`config.mk`:
```
export PLATFORM = sky130hd
export DESIGN_NAME = mod_n_updown_counter
export DESIGN_NICKNAME = d
export VERILOG_FILES = /design/src/rtl/mod_n_updown_counter_pkg.sv /design/src/rtl/mod_n_updown_counter_step.sv /design/src/rtl/mod_n_updown_counter.sv
export SDC_FILE = /design/constraint.sdc
export NUM_CORES = 1
export LEC_CHECK = 0
export ABC_AREA = 0
export BUFFER_PORTS_ARGS = -buffer_cell sky130_fd_sc_hd__buf_2
export CAP_MARGIN = 20
export CORE_MARGIN = 2
export CORE_UTILIZATION = 45
export DETAILED_ROUTE_END_ITERATION = 6
export PLACE_DENSITY_LB_ADDON = 0.3
export SYNTH_ARGS = -nofsm -noshare
export SYNTH_HDL_FRONTEND = slang
export SYNTH_SLANG_ARGS = --single-unit
```
`constraint.sdc`:
```
create_clock -name clock -period 2.6 [get_ports clock]
set_input_delay 0.26 -clock clock [delete_from_list [all_inputs] [get_ports clock]]
set_output_delay 0.26 -clock clock [all_outputs]
set_load 0.005 [all_outputs]
```
`src/rtl/mod_n_updown_counter_pkg.sv`:
```
// Shared direction/mode encodings and width helper for the modulo-N counter family.
// Pure constants and a function; no timing or flow control of its own.
package mod_n_updown_counter_pkg;

  localparam logic CNT_UP    = 1'b1;
  localparam logic CNT_DN    = 1'b0;
  localparam logic MODE_WRAP = 1'b0;
  localparam logic MODE_SAT  = 1'b1;

  function automatic int min_width(input int modulus);
    return (modulus <= 2) ? 1 : $clog2(modulus);
  endfunction

endpackage

```
`src/rtl/mod_n_updown_counter_step.sv`:
```
// Combinational next-count for one enabled step: +/-1 with wrap or saturate at 0 and MODULUS-1.
// Zero latency, no flow control; the owner decides whether the step is taken.
module mod_n_step
  import mod_n_updown_counter_pkg::*;
#(
  parameter int MODULUS = 12,
  parameter int WIDTH   = 4
) (
  input  logic [WIDTH-1:0] cur,
  input  logic             up_dn,
  input  logic             sat_mode,
  output logic [WIDTH-1:0] nxt,
  output logic             wrapped
);

  localparam logic [WIDTH:0]   MAX_X = (WIDTH+1)'(MODULUS - 1);
  localparam logic [WIDTH:0]   ONE_X = (WIDTH+1)'(1);
  localparam logic [WIDTH-1:0] MAX_W = WIDTH'(MODULUS - 1);

  logic [WIDTH:0] step_x;
  logic           going_down;
  logic           at_limit;

  assign going_down = (up_dn == CNT_DN);

  // Limit is detected from the widened step (borrow out, or one past the top),
  // so a power-of-two modulus still wraps on the explicit compare.
  always_comb begin
    step_x   = going_down ? ({1'b0, cur} - ONE_X) : ({1'b0, cur} + ONE_X);
    at_limit = going_down ? step_x[WIDTH] : (step_x > MAX_X);
    nxt      = cur;
    wrapped  = 1'b0;
    if (!at_limit) begin
      nxt = step_x[WIDTH-1:0];
    end else if (sat_mode == MODE_WRAP) begin
      nxt     = going_down ? MAX_W : '0;
      wrapped = 1'b1;
    end
  end

endmodule

```
`src/rtl/mod_n_updown_counter.sv`:
```
// Modulo-N up/down counter with clamped parallel load; outputs registered or decoded from the count.
// One-cycle update latency; no backpressure, en gates each step.
module mod_n_updown_counter
  import mod_n_updown_counter_pkg::*;
#(
  parameter int MODULUS   = 12,
  parameter int WIDTH     = $clog2(MODULUS),
  parameter int RESET_VAL = 0
) (
  input  logic             clock,
  input  logic             reset,
  input  logic             en,
  input  logic             up_dn,
  input  logic             sat_mode,
  input  logic             load,
  input  logic [WIDTH-1:0] d_in,
  output logic [WIDTH-1:0] d_out,
  output logic             at_max,
  output logic             at_min,
  output logic             wrap,
  output logic             load_err
);

  if (MODULUS < 2 || MODULUS > 65536) begin : g_bad_modulus
    $error("mod_n_updown_counter: MODULUS must be in 2..65536");
  end
  if (WIDTH < min_width(MODULUS)) begin : g_bad_width
    $error("mod_n_updown_counter: WIDTH too narrow for MODULUS");
  end
  if (RESET_VAL < 0 || RESET_VAL >= MODULUS) begin : g_bad_reset_val
    $error("mod_n_updown_counter: RESET_VAL must be below MODULUS");
  end

  localparam logic [WIDTH-1:0] MAX_W = WIDTH'(MODULUS - 1);
  localparam logic [WIDTH-1:0] RST_W = WIDTH'(RESET_VAL);
  localparam logic [WIDTH:0]   MOD_X = (WIDTH+1)'(MODULUS);

  logic [WIDTH-1:0] cnt_q, cnt_d;
  logic             wrap_q, wrap_d;
  logic             load_err_q, load_err_d;
  logic [WIDTH-1:0] step_nxt;
  logic             step_wrapped;
  logic             in_range;

  mod_n_step #(
    .MODULUS (MODULUS),
    .WIDTH   (WIDTH)
  ) u_step (
    .cur      (cnt_q),
    .up_dn    (up_dn),
    .sat_mode (sat_mode),
    .nxt      (step_nxt),
    .wrapped  (step_wrapped)
  );

  assign in_range = ({1'b0, d_in} < MOD_X);

  // Load beats count; an out-of-range load clamps to the top instead of being dropped.
  always_comb begin
    cnt_d      = cnt_q;
    wrap_d     = 1'b0;
    load_err_d = 1'b0;
    if (load) begin
      cnt_d      = in_range ? d_in : MAX_W;
      load_err_d = !in_range;
    end else if (en) begin
      cnt_d  = step_nxt;
      wrap_d = step_wrapped;
    end
  end

  always_ff @(posedge clock or negedge reset) begin
    if (!reset) begin
      cnt_q      <= RST_W;
      wrap_q     <= 1'b0;
      load_err_q <= 1'b0;
    end else begin
      cnt_q      <= cnt_d;
      wrap_q     <= wrap_d;
      load_err_q <= load_err_d;
    end
  end

  assign d_out    = cnt_q;
  assign at_max   = (cnt_q == MAX_W);
  assign at_min   = (cnt_q == '0);
  assign wrap     = wrap_q;
  assign load_err = load_err_q;

endmodule

```
==> results of run 1 <==
[worst max-delay path, stage by stage, from the launching register on]
cell and delay (ns):
dfrtp_1 0.44, fa_1 0.42, xor2_1 0.25, a21oi_2 0.10, o311ai_4 0.34, a31oi_4 0.17
nor4b_4 0.16, o31ai_2 0.24
[kinds of logic after synthesis]
logic type	Yosys count	synth area share [%]
compound gates	20	31.3
xor+xnor	1	1.42
fa+ha+maj	5	11.4
buf+inv	8	6.50
flops	6	24.4
simple gates	25	25.0
[repair_timing]
item                      4_1_cts  5_1_grt
resized for setup               0        0
hold endpoints to repair        6        0
setup buffers                   0        0
hold buffers                    1        0
[per-layer routing]
layer	wire (µm)	share of wire [%]	global-route usage, %
met4	0	0	7.50
met5	0	0	0
met3	70	5.1	1.63
met2	657	48	31.3
met1	642	47	24.5
[worst max path at each step]
stage	from	endpoint	slack, ns	depth (start not counted)
final	d_out[1]$_DFFE_PN0P_	d_out[1]$_DFFE_PN0P_	0.39	7
after global routing	d_out[1]$_DFFE_PN0P_	d_out[1]$_DFFE_PN0P_	0.27	7
after CTS	d_out[1]$_DFFE_PN0P_	d_out[1]$_DFFE_PN0P_	0.39	7
after detailed placement	up_dn	d_out[1]$_DFFE_PN0P_	0.21	9
after global placement	up_dn	d_out[1]$_DFFE_PN0P_	0.25	9
after floorplan	up_dn	d_out[1]$_DFFE_PN0P_	0.31	9
[registers in the layout, summed over array words and instances (netlist names)]
register / flops
wrap: 1
d_out: 4
load_err: 1
[power by group through the flow]
stage	Clock (W)	Combinational, W	Sequential [W]
after global routing	0.0000920	0.000255	0.000119
after floorplan	0	0.000168	0.000120
final	0.0000839	0.000230	0.000118
after global placement	0	0.000225	0.000119
after CTS	0.0000875	0.000231	0.000118
after detailed placement	0	0.000228	0.000119
[per-stage QoR]
| step | util, % | instance area (µm²) | power [W] | instances | setup slack (ns) |
|---|---|---|---|---|---|
| finish | 58.0 | 746 | 0.000431 | 100 | 0.386 |
| detailed placement | 55.5 | 713 | 0.000348 | 96 | 0.206 |
| global placement | 55.5 | 713 | 0.000344 | 96 | 0.250 |
| CTS | 58.0 | 746 | 0.000436 | 100 | 0.389 |
| global route | 58.0 | 746 | 0.000466 | 100 | 0.272 |
| floorplan | - | 616 | 0.000288 | 65 | 0.310 |
[area by class of cell]
type	instances	area, µm²
flip-flops and latches	6	150
clock buffers	3	22.5
well taps	15	18.8
multi-input cells	51	425
inverters	5	18.8
repair buffers	20	110
fillers	121	539
[Yosys cell counts]
cell type,number
dfrtp_1,6
a21boi_0,1
a21boi_2,1
and4b_2,1
fa_1,1
a21o_2,2
nor3_1,3
and3_1,1
o22a_1,1
dlygate4sd1_1,1
a21oi_1,2
o211a_1,1
clkbuf_2,1
nor4_1,1
o21ai_0,4
nand2_1,4
ha_1,4
nand3b_1,1
o311ai_0,1
xor2_1,1
nand3_1,2
nor3b_1,1
nor2_1,8
a21oi_2,2
buf_4,1
o311ai_4,1
a31oi_4,1
nor4b_4,1
o311ai_1,1
inv_1,5
o31ai_2,2
and3b_4,1
nand4b_1,1
==> results.sh, run 1 <==
export IMPL_fin_crit_sh_pct=85.2
export IMPL_syn_inst=65
export IMPL_p_leak_nw=0.359
export IMPL_route_detailed_drc=0
export IMPL_worst_pin_slew_ns=0.369
export IMPL_power_frac_clock_pct=19.4
export IMPL_clock_path_buffers=2
export IMPL_wirelength_um=1370
export IMPL_fmax_ghz=0.452
export IMPL_end_kind="flip-flop"
export IMPL_fin_crit_ns=2.21
export IMPL_firstDrtPassIters=4
export IMPL_regToRegStartpoint="d_out[1]$_DFFE_PN0P_"
export IMPL_die_w_um=41.0
export IMPL_die_area_mm2=0.00168
export IMPL_clk_latency_ns=0.24
export IMPL_drive_gt1_share_pct=40.0
export IMPL_grt_pass1_wl_um=2060
export IMPL_io_buffers=17
export IMPL_synth_area_leaders="dfrtp_1 (24%), ha_1 (8.1%), nor2_1 (4.9%)"
export IMPL_antenna_found_initial=0
export IMPL_ff2ff_path_depth=7
export IMPL_grt_use_total_pct=18.8
export IMPL_ys_ff_latch=6
export IMPL_vias=571
export IMPL_ys_warn_count=0
export IMPL_ys_types=33
export IMPL_syn_num_nets=80
export IMPL_hold_ws_ns=0.266
export IMPL_skew_ns=0.00254
export IMPL_min_delay_start="d_in[3]"
export IMPL_die_h_um=41.0
export IMPL_clkTransAtPathRegs_ns=0.04
export IMPL_p_seq_share_pct=27.2
export IMPL_critical_path_class="reg -> reg"
export IMPL_wl_per_cell_um=13.7
export IMPL_p_switching_w=0.000169
export IMPL_max_slew_margin_pct=75.3
export IMPL_grt_pass1_vias=486
export IMPL_yosysSeqAreaShare_pct=24.4
export IMPL_dp_hpwl_um=1100
export IMPL_gr_total_overflow=0
export IMPL_ir_worst_vdd_mv=0.271
export IMPL_area_growth_pct=21.1
export IMPL_syn_cell_area_um2=616
export IMPL_htree_levels=1
export IMPL_r2r_slack_ns=0.39
export IMPL_crit_required_ns=2.74
export IMPL_critPathLaunchType="flip-flop"
export IMPL_finalMaxSlewViolations=0
export IMPL_whs_endpoint="d_out[3]$_DFFE_PN0P_"
export IMPL_power_density_mw_per_mm2=578
export IMPL_cts_made_buffers=3
export IMPL_crit_path_max_fanout=7
export IMPL_diodes=0
export IMPL_p_int_w=0.000262
export IMPL_outcome="completed"
export IMPL_layout_nets=102
export IMPL_avgSynthCellArea_um2=9.47
export IMPL_hold_path_class="in -> reg"
export IMPL_synth_top_area_share_pct=24.4
export IMPL_cts_tree="built"
export IMPL_p_comb_share_pct=53.3
export IMPL_setup_viol=0
export IMPL_grt_setup_unrepaired="false"
export IMPL_r2r_end="d_out[1]$_DFFE_PN0P_"
export IMPL_drt_iter0_drc=5
export IMPL_hold_depth=3
export IMPL_rows=13
export IMPL_ctsRootBufferMaster="clkbuf_4"
export IMPL_synth_area_leader_cell="dfrtp_1"
export IMPL_drv_cap=0
export IMPL_finalHoldViolCount=0
export IMPL_vias_per_cell=5.71
export IMPL_core_area_mm2=0.00128
export IMPL_drtAntennaViolNets=0
export IMPL_pin_count=18
export IMPL_final_cell_mix="buf_2 (17), nor2_1 (8), dfrtp_1 (6)"
export IMPL_grt_max_degree=14
export IMPL_globalplace_congestion=0.718
export IMPL_initial_core_util_pct=47.9
export IMPL_layout_commonest_cell="buf_2"
export IMPL_cts_sinks=6
export IMPL_worstPathArrival_ns=2.36
export IMPL_fin_setup_tns_ns=0
export IMPL_p_sw_share_pct=39.2
(Power assumes the default switching activity.)
==> run 2: changes to the inputs <==
- CORE_UTILIZATION: 45 -> 44
- clock period: 2.6 -> 1.8 ns (I/O delays scaled with it)
==> run 2 against run 1 <==
Against the previous run:
- the flow now finishes with violations (setup timing)
- routed wire length rose by 48%
- sequential power up 45%
- power increased by 110%
- sequential cell count did not move
- utilization rose by 19 points
- register-to-register slack got worse by 0.67 ns
- highest routed layer is now met4
==> results.sh, run 2 (synthesis gave the netlist of run 1 again) <==
export IMPL_area_growth_pct=62.2
export IMPL_largest_reg_flops=4
export IMPL_clk_latency_ns=0.26
export IMPL_setup_viol=4
export IMPL_wirelength_um=2030
export IMPL_crit_path_max_incr_delay_ns=0.45
export IMPL_final_cell_mix="buf_2 (17), buf_4 (14), nor2_1 (6)"
export IMPL_setup_slack_ns=-0.286
export IMPL_drv_cap=0
export IMPL_io_buffers=17
export IMPL_whs_endpoint="d_out[1]$_DFFE_PN0P_"
export IMPL_finalNonFillerCells=114
export IMPL_clock_path_buffers=2
export IMPL_htree_levels=1
export IMPL_pin_count=18
export IMPL_die_h_um=41.4
export IMPL_ir_worst_vdd_mv=0.523
export IMPL_outcome="finished with violations"
export IMPL_crit_path_max_fanout=5
export IMPL_fin_crit_sh_pct=116
export IMPL_globalplace_congestion=0.763
export IMPL_critPathLaunchType="flip-flop"
export IMPL_cp_slowest_cell="dfrtp_2"
export IMPL_p_leak_nw=0.447
export IMPL_regToRegStartpoint="d_out[1]$_DFFE_PN0P_"
export IMPL_design_area_um2=998
export IMPL_grt_max_degree=14
export IMPL_violations="setup timing"
export IMPL_fin_total_pwr_w=0.000905
export IMPL_gr_total_overflow=0
export IMPL_layout_commonest_cell="buf_2"
export IMPL_antenna_found_initial=0
export IMPL_rows=13
export IMPL_finalHoldViolCount=0
export IMPL_r2r_slack_ns=-0.29
export IMPL_ctsRootBufferMaster="clkbuf_4"
export IMPL_grt_pass1_wl_um=2840
export IMPL_layout_nets=115
export IMPL_fmax_ghz=0.479
export IMPL_fillers=82
export IMPL_ff2ff_path_depth=7
export IMPL_finalMaxSlewViolations=0
export IMPL_diodes=0
export IMPL_grt_use_total_pct=21.7
export IMPL_die_area_mm2=0.00171
export IMPL_worstPathArrival_ns=2.24
export IMPL_drtAntennaViolNets=0
export IMPL_initial_core_util_pct=47.3
export IMPL_worstPathCellList="fa_2, xor2_4, a21oi_4, o311ai_4, a31oi_4, buf_4, o311ai_2"
export IMPL_crit_required_ns=1.95
export IMPL_placed_cell_area_um2=808
export IMPL_hold_depth=3
export IMPL_fin_crit_ns=2.09
export IMPL_hold_path_class="in -> reg"
export IMPL_end_kind="flip-flop"
export IMPL_vias=681
export IMPL_vias_per_cell=5.97
export IMPL_firstDrtPassIters=4
export IMPL_power_density_mw_per_mm2=907
export IMPL_grt_pass1_vias=660
export IMPL_grt_setup_unrepaired="true"
export IMPL_min_delay_start="d_in[1]"
export IMPL_route_detailed_drc=0
export IMPL_r2r_end="d_out[3]$_DFFE_PN0P_"
export IMPL_skew_ns=0.000395
export IMPL_cts_sinks=6
export IMPL_placedCellCount=104
export IMPL_clkTransAtPathRegs_ns=0.06
export IMPL_cts_made_buffers=3
export IMPL_drt_iter0_drc=32
export IMPL_drive_gt1_share_pct=63.6
export IMPL_dp_hpwl_um=1230
export IMPL_die_w_um=41.4
export IMPL_core_area_mm2=0.00130
export IMPL_hold_ws_ns=0.186
export IMPL_wl_per_cell_um=17.8
export IMPL_critical_path_class="reg -> reg"
export IMPL_worst_pin_slew_ns=0.295
export IMPL_cts_tree="built"
export IMPL_max_slew_margin_pct=80.2
run 2: worst max-delay path by stage:
stage	from	end	slack, ns	cells after the start
finish	d_out[1]$_DFFE_PN0P_	d_out[3]$_DFFE_PN0P_	-0.29	7
global route	d_out[2]$_DFFE_PN0P_	d_out[3]$_DFFE_PN0P_	-0.37	7
CTS	d_out[0]$_DFFE_PN0P_	d_out[1]$_DFFE_PN0P_	-0.25	7
detailed placement	d_out[0]$_DFFE_PN0P_	d_out[1]$_DFFE_PN0P_	-0.30	7
global placement	d_out[0]$_DFFE_PN0P_	d_out[1]$_DFFE_PN0P_	-0.24	7
floorplan	d_out[0]$_DFFE_PN0P_	d_out[1]$_DFFE_PN0P_	-0.20	7
run 2: through the flow:
stage	setup slack, ns	setup TNS (ns)	util, %
floorplan	-0.201	-0.516	-
global placement	-0.241	-0.746	62.1
detailed placement	-0.301	-0.936	62.1
CTS	-0.252	-0.896	68.9
global route	-0.369	-1.28	76.7
finish	-0.286	-0.975	76.7
run 2: where the power goes:
group	switching, W	leakage, nW	total (W)	internal, W
clock	0.0000671	0.0150	0.000152	0.0000852
sequential	0.0000192	0.0738	0.000171	0.000152
combinational	0.000287	0.359	0.000582	0.000295
run 2: area by class of cell:
cell class	instances	area, µm²	share of cell area (%)
well taps	15	18.8	1.88
flip-flops and latches	6	153	15.3
inverters	5	21.3	2.13
multi-input cells	51	559	56.0
clock buffers	4	26.3	2.63
repair buffers	33	220	22.1
run 2: repair_timing:
action,CTS,global route
setup buffers,2,3
endpoints found under the hold margin,6,0
pin swaps,1,8
gates resized for setup,8,11
setup endpoints to repair,4,5
hold buffers,1,0
run 2: worst max-delay path, delay by kind of cell (launching register included):
kind	cells	cell delay, ns
compound gates	4	0.75
fa+ha+maj	1	0.41
flops	1	0.45
xor+xnor	1	0.20
buf+inv	1	0.18
run 2: layer usage:
layer / share of wire, % / GRT usage (%)
met1: 41 / 25.5
met2: 52 / 35.3
met3: 4.6 / 3.91
met4: 1.9 / 14.8
met5: 0 / 0
